## src/rtl/button_event_encoder_pkg.sv

```systemverilog
// Shared button indices, one-hot event codes and timing defaults
// for the clock/alarm control path.
package button_event_encoder_pkg;

  localparam int NUM_BTN = 5;
  localparam int HOLD_W  = 16;

  localparam int BTN_U = 4;
  localparam int BTN_D = 3;
  localparam int BTN_R = 2;
  localparam int BTN_L = 1;
  localparam int BTN_C = 0;

  typedef logic [NUM_BTN-1:0] btn_vec_t;

  localparam btn_vec_t EVT_U = 5'b10000;
  localparam btn_vec_t EVT_D = 5'b01000;
  localparam btn_vec_t EVT_R = 5'b00100;
  localparam btn_vec_t EVT_L = 5'b00010;
  localparam btn_vec_t EVT_C = 5'b00001;

  localparam int DEF_SYNC_STAGES     = 2;
  localparam int DEF_DEBOUNCE_CYCLES = 4;
  localparam int DEF_REPEAT_DELAY    = 100;
  localparam int DEF_REPEAT_PERIOD   = 20;

  localparam btn_vec_t DEF_REPEAT_MASK = 5'b11000;

  // True when two or more bits of v are set.
  function automatic logic multi_hot(input btn_vec_t v);
    return |(v & (v - btn_vec_t'(1)));
  endfunction

endpackage

```

## src/rtl/button_event_encoder_debounce_cell.sv

```systemverilog
// One button: synchroniser chain, debounce counter and the
// single-cycle flags for the debounced level about to rise or fall.
module btn_debounce_cell #(
  parameter int SYNC_STAGES     = 2,
  parameter int DEBOUNCE_CYCLES = 4
) (
  input  logic clk_200_hz,
  input  logic rst,
  input  logic raw,
  output logic held,
  output logic rise,
  output logic fall
);

  localparam int CW = $clog2(DEBOUNCE_CYCLES) + 1;
  localparam logic [CW-1:0] LAST = CW'(DEBOUNCE_CYCLES - 1);

  logic [SYNC_STAGES-1:0] sync_q;
  logic [CW-1:0]          cnt;
  logic                   s;
  logic                   flip;

  assign s    = sync_q[SYNC_STAGES-1];
  assign flip = (s != held) && (cnt == LAST);

  // rise/fall fire in the cycle before held changes, so a press
  // request lands in pending on the same edge that held goes high.
  assign rise = flip && s;
  assign fall = flip && !s;

  // Shift the asynchronous button through the synchroniser chain.
  always_ff @(posedge clk_200_hz or posedge rst) begin
    if (rst) begin
      sync_q <= '0;
    end else begin
      sync_q <= {sync_q[SYNC_STAGES-2:0], raw};
    end
  end

  // Count consecutive disagreeing samples; flip the level on the last one.
  always_ff @(posedge clk_200_hz or posedge rst) begin
    if (rst) begin
      held <= 1'b0;
      cnt  <= '0;
    end else if (s == held) begin
      cnt  <= '0;
    end else if (flip) begin
      held <= s;
      cnt  <= '0;
    end else begin
      cnt  <= cnt + CW'(1);
    end
  end

endmodule

```

## src/rtl/button_event_encoder.sv

```systemverilog
// Pushbutton front end: debounced levels, press and auto-repeat
// requests, and a fixed-priority arbiter emitting one-hot events.
module button_event_encoder
  import button_event_encoder_pkg::*;
#(
  parameter int       SYNC_STAGES     = DEF_SYNC_STAGES,
  parameter int       DEBOUNCE_CYCLES = DEF_DEBOUNCE_CYCLES,
  parameter int       REPEAT_DELAY    = DEF_REPEAT_DELAY,
  parameter int       REPEAT_PERIOD   = DEF_REPEAT_PERIOD,
  parameter btn_vec_t REPEAT_MASK     = DEF_REPEAT_MASK
) (
  input  logic       clk_200_hz,
  input  logic       rst,
  input  logic       en,
  input  logic [4:0] btn_raw,
  output logic [4:0] evt,
  output logic       evt_valid,
  output logic [4:0] held
);

  localparam int PW = $clog2(REPEAT_PERIOD) + 1;

  localparam logic [HOLD_W-1:0] HOLD_MAX = '1;
  localparam logic [HOLD_W-1:0] DELAY_V  = HOLD_W'(REPEAT_DELAY);
  localparam logic [PW-1:0]     PRD_LAST = PW'(REPEAT_PERIOD - 1);

  btn_vec_t rise;
  btn_vec_t fall;
  btn_vec_t held_nxt;
  btn_vec_t rpt_raw;
  btn_vec_t rpt_req;
  btn_vec_t req;
  btn_vec_t pending;
  btn_vec_t grant;
  logic     multi;

  logic [HOLD_W-1:0] hold_cnt [NUM_BTN];
  logic [HOLD_W-1:0] hold_nxt [NUM_BTN];
  logic [PW-1:0]     prd_cnt  [NUM_BTN];
  logic [PW-1:0]     prd_nxt  [NUM_BTN];

  for (genvar i = 0; i < NUM_BTN; i++) begin : g_cell
    btn_debounce_cell #(
      .SYNC_STAGES    (SYNC_STAGES),
      .DEBOUNCE_CYCLES(DEBOUNCE_CYCLES)
    ) u_cell (
      .clk_200_hz(clk_200_hz),
      .rst       (rst),
      .raw       (btn_raw[i]),
      .held      (held[i]),
      .rise      (rise[i]),
      .fall      (fall[i])
    );
  end

  // Repeat decisions look at the levels as they will be after this edge.
  assign held_nxt = (held | rise) & ~fall;
  assign multi    = multi_hot(held_nxt);

  // Advance hold age and repeat phase; flag the cycles a repeat is due.
  always_comb begin
    rpt_raw = '0;
    for (int i = 0; i < NUM_BTN; i++) begin
      hold_nxt[i] = '0;
      prd_nxt[i]  = '0;
      if (held_nxt[i] && !rise[i]) begin
        if (hold_cnt[i] == HOLD_MAX) begin
          hold_nxt[i] = HOLD_MAX;
        end else begin
          hold_nxt[i] = hold_cnt[i] + HOLD_W'(1);
        end
        if (hold_nxt[i] == DELAY_V) begin
          rpt_raw[i] = 1'b1;
        end else if (hold_cnt[i] >= DELAY_V &&
                     hold_cnt[i] != HOLD_MAX) begin
          if (prd_cnt[i] == PRD_LAST) begin
            rpt_raw[i] = 1'b1;
          end else begin
            prd_nxt[i] = prd_cnt[i] + PW'(1);
          end
        end
      end
    end
  end

  assign rpt_req = rpt_raw & REPEAT_MASK & {NUM_BTN{!multi}};
  assign req     = rise | rpt_req;

  // Pick the single highest-priority pending button.
  always_comb begin
    grant = '0;
    priority case (1'b1)
      pending[BTN_C]: grant = EVT_C;
      pending[BTN_L]: grant = EVT_L;
      pending[BTN_R]: grant = EVT_R;
      pending[BTN_D]: grant = EVT_D;
      pending[BTN_U]: grant = EVT_U;
      default:        grant = '0;
    endcase
  end

  // Hold age and repeat phase registers, independent of en.
  always_ff @(posedge clk_200_hz or posedge rst) begin
    if (rst) begin
      for (int i = 0; i < NUM_BTN; i++) begin
        hold_cnt[i] <= '0;
        prd_cnt[i]  <= '0;
      end
    end else begin
      for (int i = 0; i < NUM_BTN; i++) begin
        hold_cnt[i] <= hold_nxt[i];
        prd_cnt[i]  <= prd_nxt[i];
      end
    end
  end

  // Record requests and issue the granted one; en low flushes everything.
  always_ff @(posedge clk_200_hz or posedge rst) begin
    if (rst) begin
      pending   <= '0;
      evt       <= '0;
      evt_valid <= 1'b0;
    end else if (!en) begin
      pending   <= '0;
      evt       <= '0;
      evt_valid <= 1'b0;
    end else begin
      pending   <= (pending & ~grant) | req;
      evt       <= grant;
      evt_valid <= |grant;
    end
  end

endmodule

```

## config.mk

```make
export PLATFORM = sky130hd
export DESIGN_NAME = button_event_encoder
export DESIGN_NICKNAME = d
export VERILOG_FILES = /design/src/rtl/button_event_encoder_pkg.sv /design/src/rtl/button_event_encoder_debounce_cell.sv /design/src/rtl/button_event_encoder.sv
export SDC_FILE = /design/constraint.sdc
export NUM_CORES = 1
export LEC_CHECK = 0
export ABC_AREA = 1
export CAP_MARGIN = 20
export CORE_MARGIN = 8
export CORE_UTILIZATION = 28
export DETAILED_ROUTE_END_ITERATION = 7
export HOLD_SLACK_MARGIN = 0.15
export PLACE_DENSITY = 0.5
export SYNTH_ARGS = -nofsm -noshare
export SYNTH_HDL_FRONTEND = slang
export SYNTH_SLANG_ARGS = --single-unit
```

## constraint.sdc

```tcl
create_clock -name clk_200_hz -period 6.65 [get_ports clk_200_hz]
set_input_delay 0.9975 -clock clk_200_hz [delete_from_list [all_inputs] [get_ports clk_200_hz]]
set_output_delay 0.9975 -clock clk_200_hz [all_outputs]
set_load 0.005 [all_outputs]
```

==> Word level (Yosys, flattened, before mapping) <==
Index checks and enable logic that the tools add are counted.
{ "classes": {"addsub": 10, "n_lt_le_gt_ge": 2, "n_eq_ne": 23, "muxes": 40, "bitwise_logic": 14, "n_reduce_logical": 34} }
{ "ops": {"columns": ["cell", "n"], "rows": [
  ["16-bit two-way mux", 6],
  ["6-bit two-way mux", 8],
  ["5-bit two-way mux", 7],
  ["16-bit by 1-bit adder with 16-bit output, second input constant", 2],
  ["16-bit equality test, second input constant", 2],
  ["16-bit by 7-bit equality test with 1-bit output, second input constant", 2],
  ["16-bit by 7-bit >= comparator with 1-bit output, second input constant", 2],
  ["16-bit != test, second input constant", 2],
  ["3-bit two-way mux", 10],
  ["5-bit bitwise AND", 4],
  ["1-bit logical AND", 19],
  ["3-bit by 1-bit adder with 3-bit output, second input constant", 5],
  ["3-bit by 2-bit equality test with 1-bit output, second input constant", 5],
  ["5-bit bitwise OR", 3],
  ["6-bit by 1-bit adder with 6-bit output, second input constant", 2],
  ["6-bit by 5-bit equality test with 1-bit output, second input constant", 2],
  ["5-bit NOT", 2],
  ["2-bit AND reduction", 5],
  ["5-bit OR reduction", 2],
  ["1-bit two-way mux", 9],
  ["1-bit logical NOT", 8],
  ["1-bit equality test", 5],
  ["1-bit != test", 5],
  ["1-bit NOT", 5],
  ["5-bit by 1-bit subtractor with 5-bit output, second input constant", 1]
]} }
{ "totals": {"register_bits": 85, "in_bits": 8, "output_inout_bits": 11, "word_cells": 145} }

==> Longest topological paths before layout <==
{ "depth": {"ltp_word": 14, "ltp_mapped": 14, "depth_no_buf": 14} }

==> By module <==
A second synthesis with hierarchy kept.
{ "unflattened": {"hier_cells": 566, "area_unflattened_um2": 4453.0} }
{ "modules_own_cells": {"columns": ["mod", "n_inst", "cells_per_inst", "area_per_inst_um2", "seq_area_each_um2"], "rows": [
  ["button_event_encoder", 1, 446, 3270.6, 1376.3],
  ["btn_debounce_cell", 5, 24, 236.5, 150.1]
]} }

==> Worst setup path before layout <==
No wires, ideal clock.
{ "synth_path": {"path_type": "register -> register", "startpoint": "reg hold_cnt[16] (netlist bit)", "endpoint": "reg pending[3]", "setup_time_ps": 73, "arrival_ps": 1666, "required_ps": 6577, "setup_slack_ps": 4911, "path_stages_with_launch": 15, "n_path_buf": 0, "synth_period_minus_slack_ps": 1739, "path_cell_list": "dfrtp_1 ha_1 nand2_4 nor2_8 nand2_1 nand2_1 nand2_1 nand2_1 nor2_1 nand3_1 nor2_1 nand2_2 nand2_1 nand2_1 a21oi_2"} }
{ "synth_between": {"elab_chain_len": 10, "word_cells_on_any_way": 15, "classes_between": "1 x add/sub; 1 x order compare; 3 x eq/ne; 6 x mux; 3 x bitwise; 1 x reduce/logical"} }
{ "synth_rtl": {"columns": ["element", "line", "rtl"], "rows": [
  ["start: declaration", "button_event_encoder.sv:37", "logic [HOLD_W-1:0] hold_cnt [NUM_BTN];"],
  ["start signal: indexed assignment", "button_event_encoder.sv:111", "hold_cnt[i] <= hold_nxt[i];"],
  ["16-bit by 1-bit adder with 16-bit output or 16-bit equality test (tied branches)", "button_event_encoder.sv:70, button_event_encoder.sv:67", null],
  ["16-bit two-way mux", "button_event_encoder.sv:67", "if (hold_cnt[i] == HOLD_MAX) begin"],
  ["16-bit two-way mux", "button_event_encoder.sv:66", "if (held_nxt[i] && !rise[i]) begin"],
  ["16-bit by 7-bit equality test with 1-bit output", "button_event_encoder.sv:72", "if (hold_nxt[i] == DELAY_V) begin"],
  ["1-bit two-way mux (*)", "button_event_encoder.sv:72", null],
  ["1-bit two-way mux (*)", "button_event_encoder.sv:66", null],
  ["5-bit bitwise AND (*)", "button_event_encoder.sv:86", "assign rpt_req = rpt_raw & REPEAT_MASK & {NUM_BTN{!multi}};"],
  ["5-bit bitwise OR (*)", "button_event_encoder.sv:87", "assign req = rise | rpt_req;"],
  ["5-bit bitwise OR (*)", "button_event_encoder.sv:128", "pending <= (pending & ~grant) | req;"],
  ["5-bit two-way mux (*)", "button_event_encoder.sv:123", "end else if (!en) begin"],
  ["end signal: assignment", "button_event_encoder.sv:128", null],
  ["end: declaration", "button_event_encoder.sv:33", "btn_vec_t pending;"]
]} }
Every way passes the cells marked *; elsewhere a longest branch is shown, timed or not. The select of a mux whose other input is x is not followed.
A chain may end at the register's enable or synchronous reset.

==> Final worst setup path <==
{ "layout_path": {"startpoint": "reg g_cell[3].u_cell.held", "endpoint": "out held[3]"} }
{ "layout_rtl": {"columns": ["element", "line", "rtl"], "rows": [
  ["start: declaration", "button_event_encoder_debounce_cell.sv:10", "output logic held,"],
  ["start signal: assignment", "button_event_encoder_debounce_cell.sv:48", "held <= s;"],
  ["end: declaration", "button_event_encoder.sv:18", "output logic [4:0] held"]
]} }
No word-level cell between the ends.

==> out/qor.csv <==
stage;metric;value;unit
drt;DRC viols;0;
die;DIE HEIGHT;141;µm
synth;Yosys top cell by area;dfrtp_1;
critical_path;crit path cell chain;clkdlybuf4s50_1;
cts;clk slew on worst S/H paths;0.06;ns
cts;H-Tree Depth;3;
critical_path;r2r setup slk;4.55;ns
drt;post-route antenna net violation count;0;
cts;Sink Count;85;
drt;iteration-0 DRC count of the detailed router;202;
cts;cts bufs inserted;9;
run;Max Cap Viol;0;
synth;syn avg cell area;8.06;µm²
min_path;Endpoint, Worst Hold;g_cell[1].u_cell.sync_q[1];
sta;setup violators final;0;
finish;share of the core filled with cells;33.8;%
sta;min Tclk post-route;2.31;ns
power;Power Dens Cells;286;mW/mm²
power;peak supply drop;0.172;mV
place;RD Place Congestion;0.825;
drt;drt first pass iters;4;
critical_path;worst-path maximum fanout;4;
grt;initial antenna violation count;0;
synth;Area contributors post-synth;dfrtp_1 49%, nand2_1 12%, nor2_1 6.9%;
finish;Fillers;1597;
sta;Final Cycle Share;34.7;%
critical_path;Largest stage delay, worst path;0.54;ns
grt;first-pass GRT wire length;16000;µm
outcome;status;complete, no violations;
sta;Max Freq;433;MHz
critical_path;reg2reg path depth;11;
sta;worst-margin pin slew;0.856;ns
critical_path;critical path depth in cells;1;
finish;share of cells above drive strength 1;7.88;%
critical_path;CP bufs+invs;1;
critical_path;kind of critical path;register to output pin;
finish;Area Overhead vs Synth;17.4;%
drt;total number of vias;3455;
synth;Seq cells post-synth;85;
critical_path;Startpoint Class;register;
sta;Max Slew Vio Count;0;
drt;vias per inst;4.55;
sta;Hold Slack;0.348;ns
synth;post-synthesis sequential area ratio;48.7;%
cts;post-CTS setup buffer count;0;
die;Placement Rows;45;
critical_path;endpoint class of the critical path;output pin;
sta;Slew headroom;42.4;%
synth;post-synth top area share;48.7;%
die;Core Area;0.0152;mm²
grt;pin count of the biggest net entering global routing;86;
drt;final wirelength;9180;µm
place;placed inst area;0.00475;mm²
power;Pleak;0.00246;µW
place;I/O Buffers;18;
drt;WL per Instance;12.1;µm
power;Final Power;1470;µW
sta;RSZ-0062 raised after global routing;no;
cts;post_cts resized;0;
min_path;hold path cells;0;
cts;root buffer cell;clkbuf_16;
critical_path;worst reg2reg path startpoint;hold_cnt[0];
synth;synth unique cells;33;
die;die width;141;µm
synth;Cells after Synth;542;
critical_path;CP Data Arrival Time;1.31;ns
cts;CTS tree;yes;
die;Die Area;0.0199;mm²
cts;CTS Hold Bufs;0;
cts;clock buffer depth;2;
critical_path;CP delay by family, top;buffers and inverters;
sta;setup tns final;0;ns
die;Initial Utilization;28.7;%
critical_path;reg-to-reg endpoint;prd_cnt[0];
cts;Worst-Skew Late Latency;0.33;ns
die;num ports;19;
synth;Post-Syn Area;0.00437;mm²
place;hpwl dp;6520;µm
synth;synth warn;0;
finish;nets@finish;585;
finish;Post-Layout Inst Area;0.00513;mm²
sta;Final Hold Fails;0;
min_path;hold path start;g_cell[1].u_cell.sync_q[0];
min_path;Hold Crit Class;register to register;
grt;vias in the first global route;3333;
grt;Total GRT Usage;9.81;%
critical_path;slowest CP cell;clkdlybuf4s50_1;
critical_path;Required @ worst endpoint;5.65;ns
sta;Post-Route Skew;0.00786;ns
finish;Antenna diodes;0;
grt;total gr overflow;0;
synth;Post-Syn Nets;561;
-- report_power, final --
group	internal, µW	leakage [µW]	total (µW)	switching [µW]
registers	572	0.00114	616	44.6
logic	103	0.00114	261	158
clock network	381	0.000174	590	210
-- worst max-delay path by stage --
stage                           from                    endpoint  slack (ns)
5_1_grt        g_cell[2].u_cell.held                     held[2]        4.29
6_report       g_cell[3].u_cell.held                     held[3]        4.34
4_1_cts        g_cell[3].u_cell.held                     held[3]        4.31
3_3_place_gp                     rst     g_cell[2].u_cell.cnt[1]        4.17
3_5_place_dp                     rst  g_cell[1].u_cell.sync_q[0]        4.15
2_1_floorplan                    rst                      evt[0]        3.46
-- through the flow --
stage,worst slack (ns),instances
after floorplan,3.46,542
final,4.34,759
after global routing,4.29,759
after global placement,4.17,742
after CTS,4.31,758
after detailed placement,4.15,742
-- cells in the mapped netlist --
library cell and number:
a21oi_1 9, nand3_1 29, inv_1 74, xor2_1 7, nor2_8 1, nand2_1 138
o21ai_0 13, a31oi_1 5, o31ai_1 1, ha_1 11, nor2_2 4, nor2_1 80
xnor2_1 8, nor2_4 6, nor4_1 5, nand4_1 12, nand3_4 1, clkbuf_1 2
nand3b_1 4, o2111ai_1 2, nor3_1 21, nor3b_1 3, a21oi_2 1, dfrtp_1 85
nand3_2 3, buf_4 5, nand2_2 3, nor3_2 2, inv_2 1, or2_2 2
nand4_2 1, nand2_4 1, o21ai_1 2
-- sequential cells by signal, summed over array words and instances, names as in the netlist --
register,cells
evt,5
g_cell.u_cell.cnt,15
evt_valid,1
g_cell.u_cell.sync_q,10
pending,5
prd_cnt,12
hold_cnt,32
g_cell.u_cell.held,5
-- routing by layer --
metal  GRT usage, %  vias up  part of all wire, %
met5              0        -                    0
met4           3.11        0                  1.1
met3           2.67       13                  3.1
met2           16.2       45                   47
met1           12.2     1627                   48
li1               -     1770                    -
-- layout by cell type, fill, tap and decap left out, types with 4 or more instances in the layout --
cell type          n
nor2_2             4
nor4_1             5
nand2_1          138
nand4_1           12
dfrtp_1           85
a21oi_1            9
xnor2_1            8
clkdlybuf4s50_1   18
nor2_4             6
xor2_1             7
nand3_1           29
inv_1             73
ha_1              11
o21ai_0           13
nor3_1            21
nand3b_1           4
clkbuf_16          9
a31oi_1            5
nor2_1            80
-- cell families (layout without fill, tap and decap cells) --
family                     count (synthesis)  after routing  synth area share, %
AOI/OAI and AO/OA                         33             33                 4.24
xor gates and xnor gates                  15             15                 3.01
adders and majority gates                 11             11                 3.15
buffers and inverters                     82            111                 7.47
DFF                                       85             85                 48.7
and+or+nand+nor                          316            316                 33.5
-- final cells by class --
cell class	count	area [µm²]	share of cell area (%)
timing repair buffer	20	215	4.19
clock inverter	6	116	2.27
clock buffer	10	239	4.66
tap	188	235	4.58
inverter	75	283	5.51
sequential	85	2130	41.4
multi-input combinational	375	1920	37.3
No activity file was read; power rests on OpenSTA's default activity.
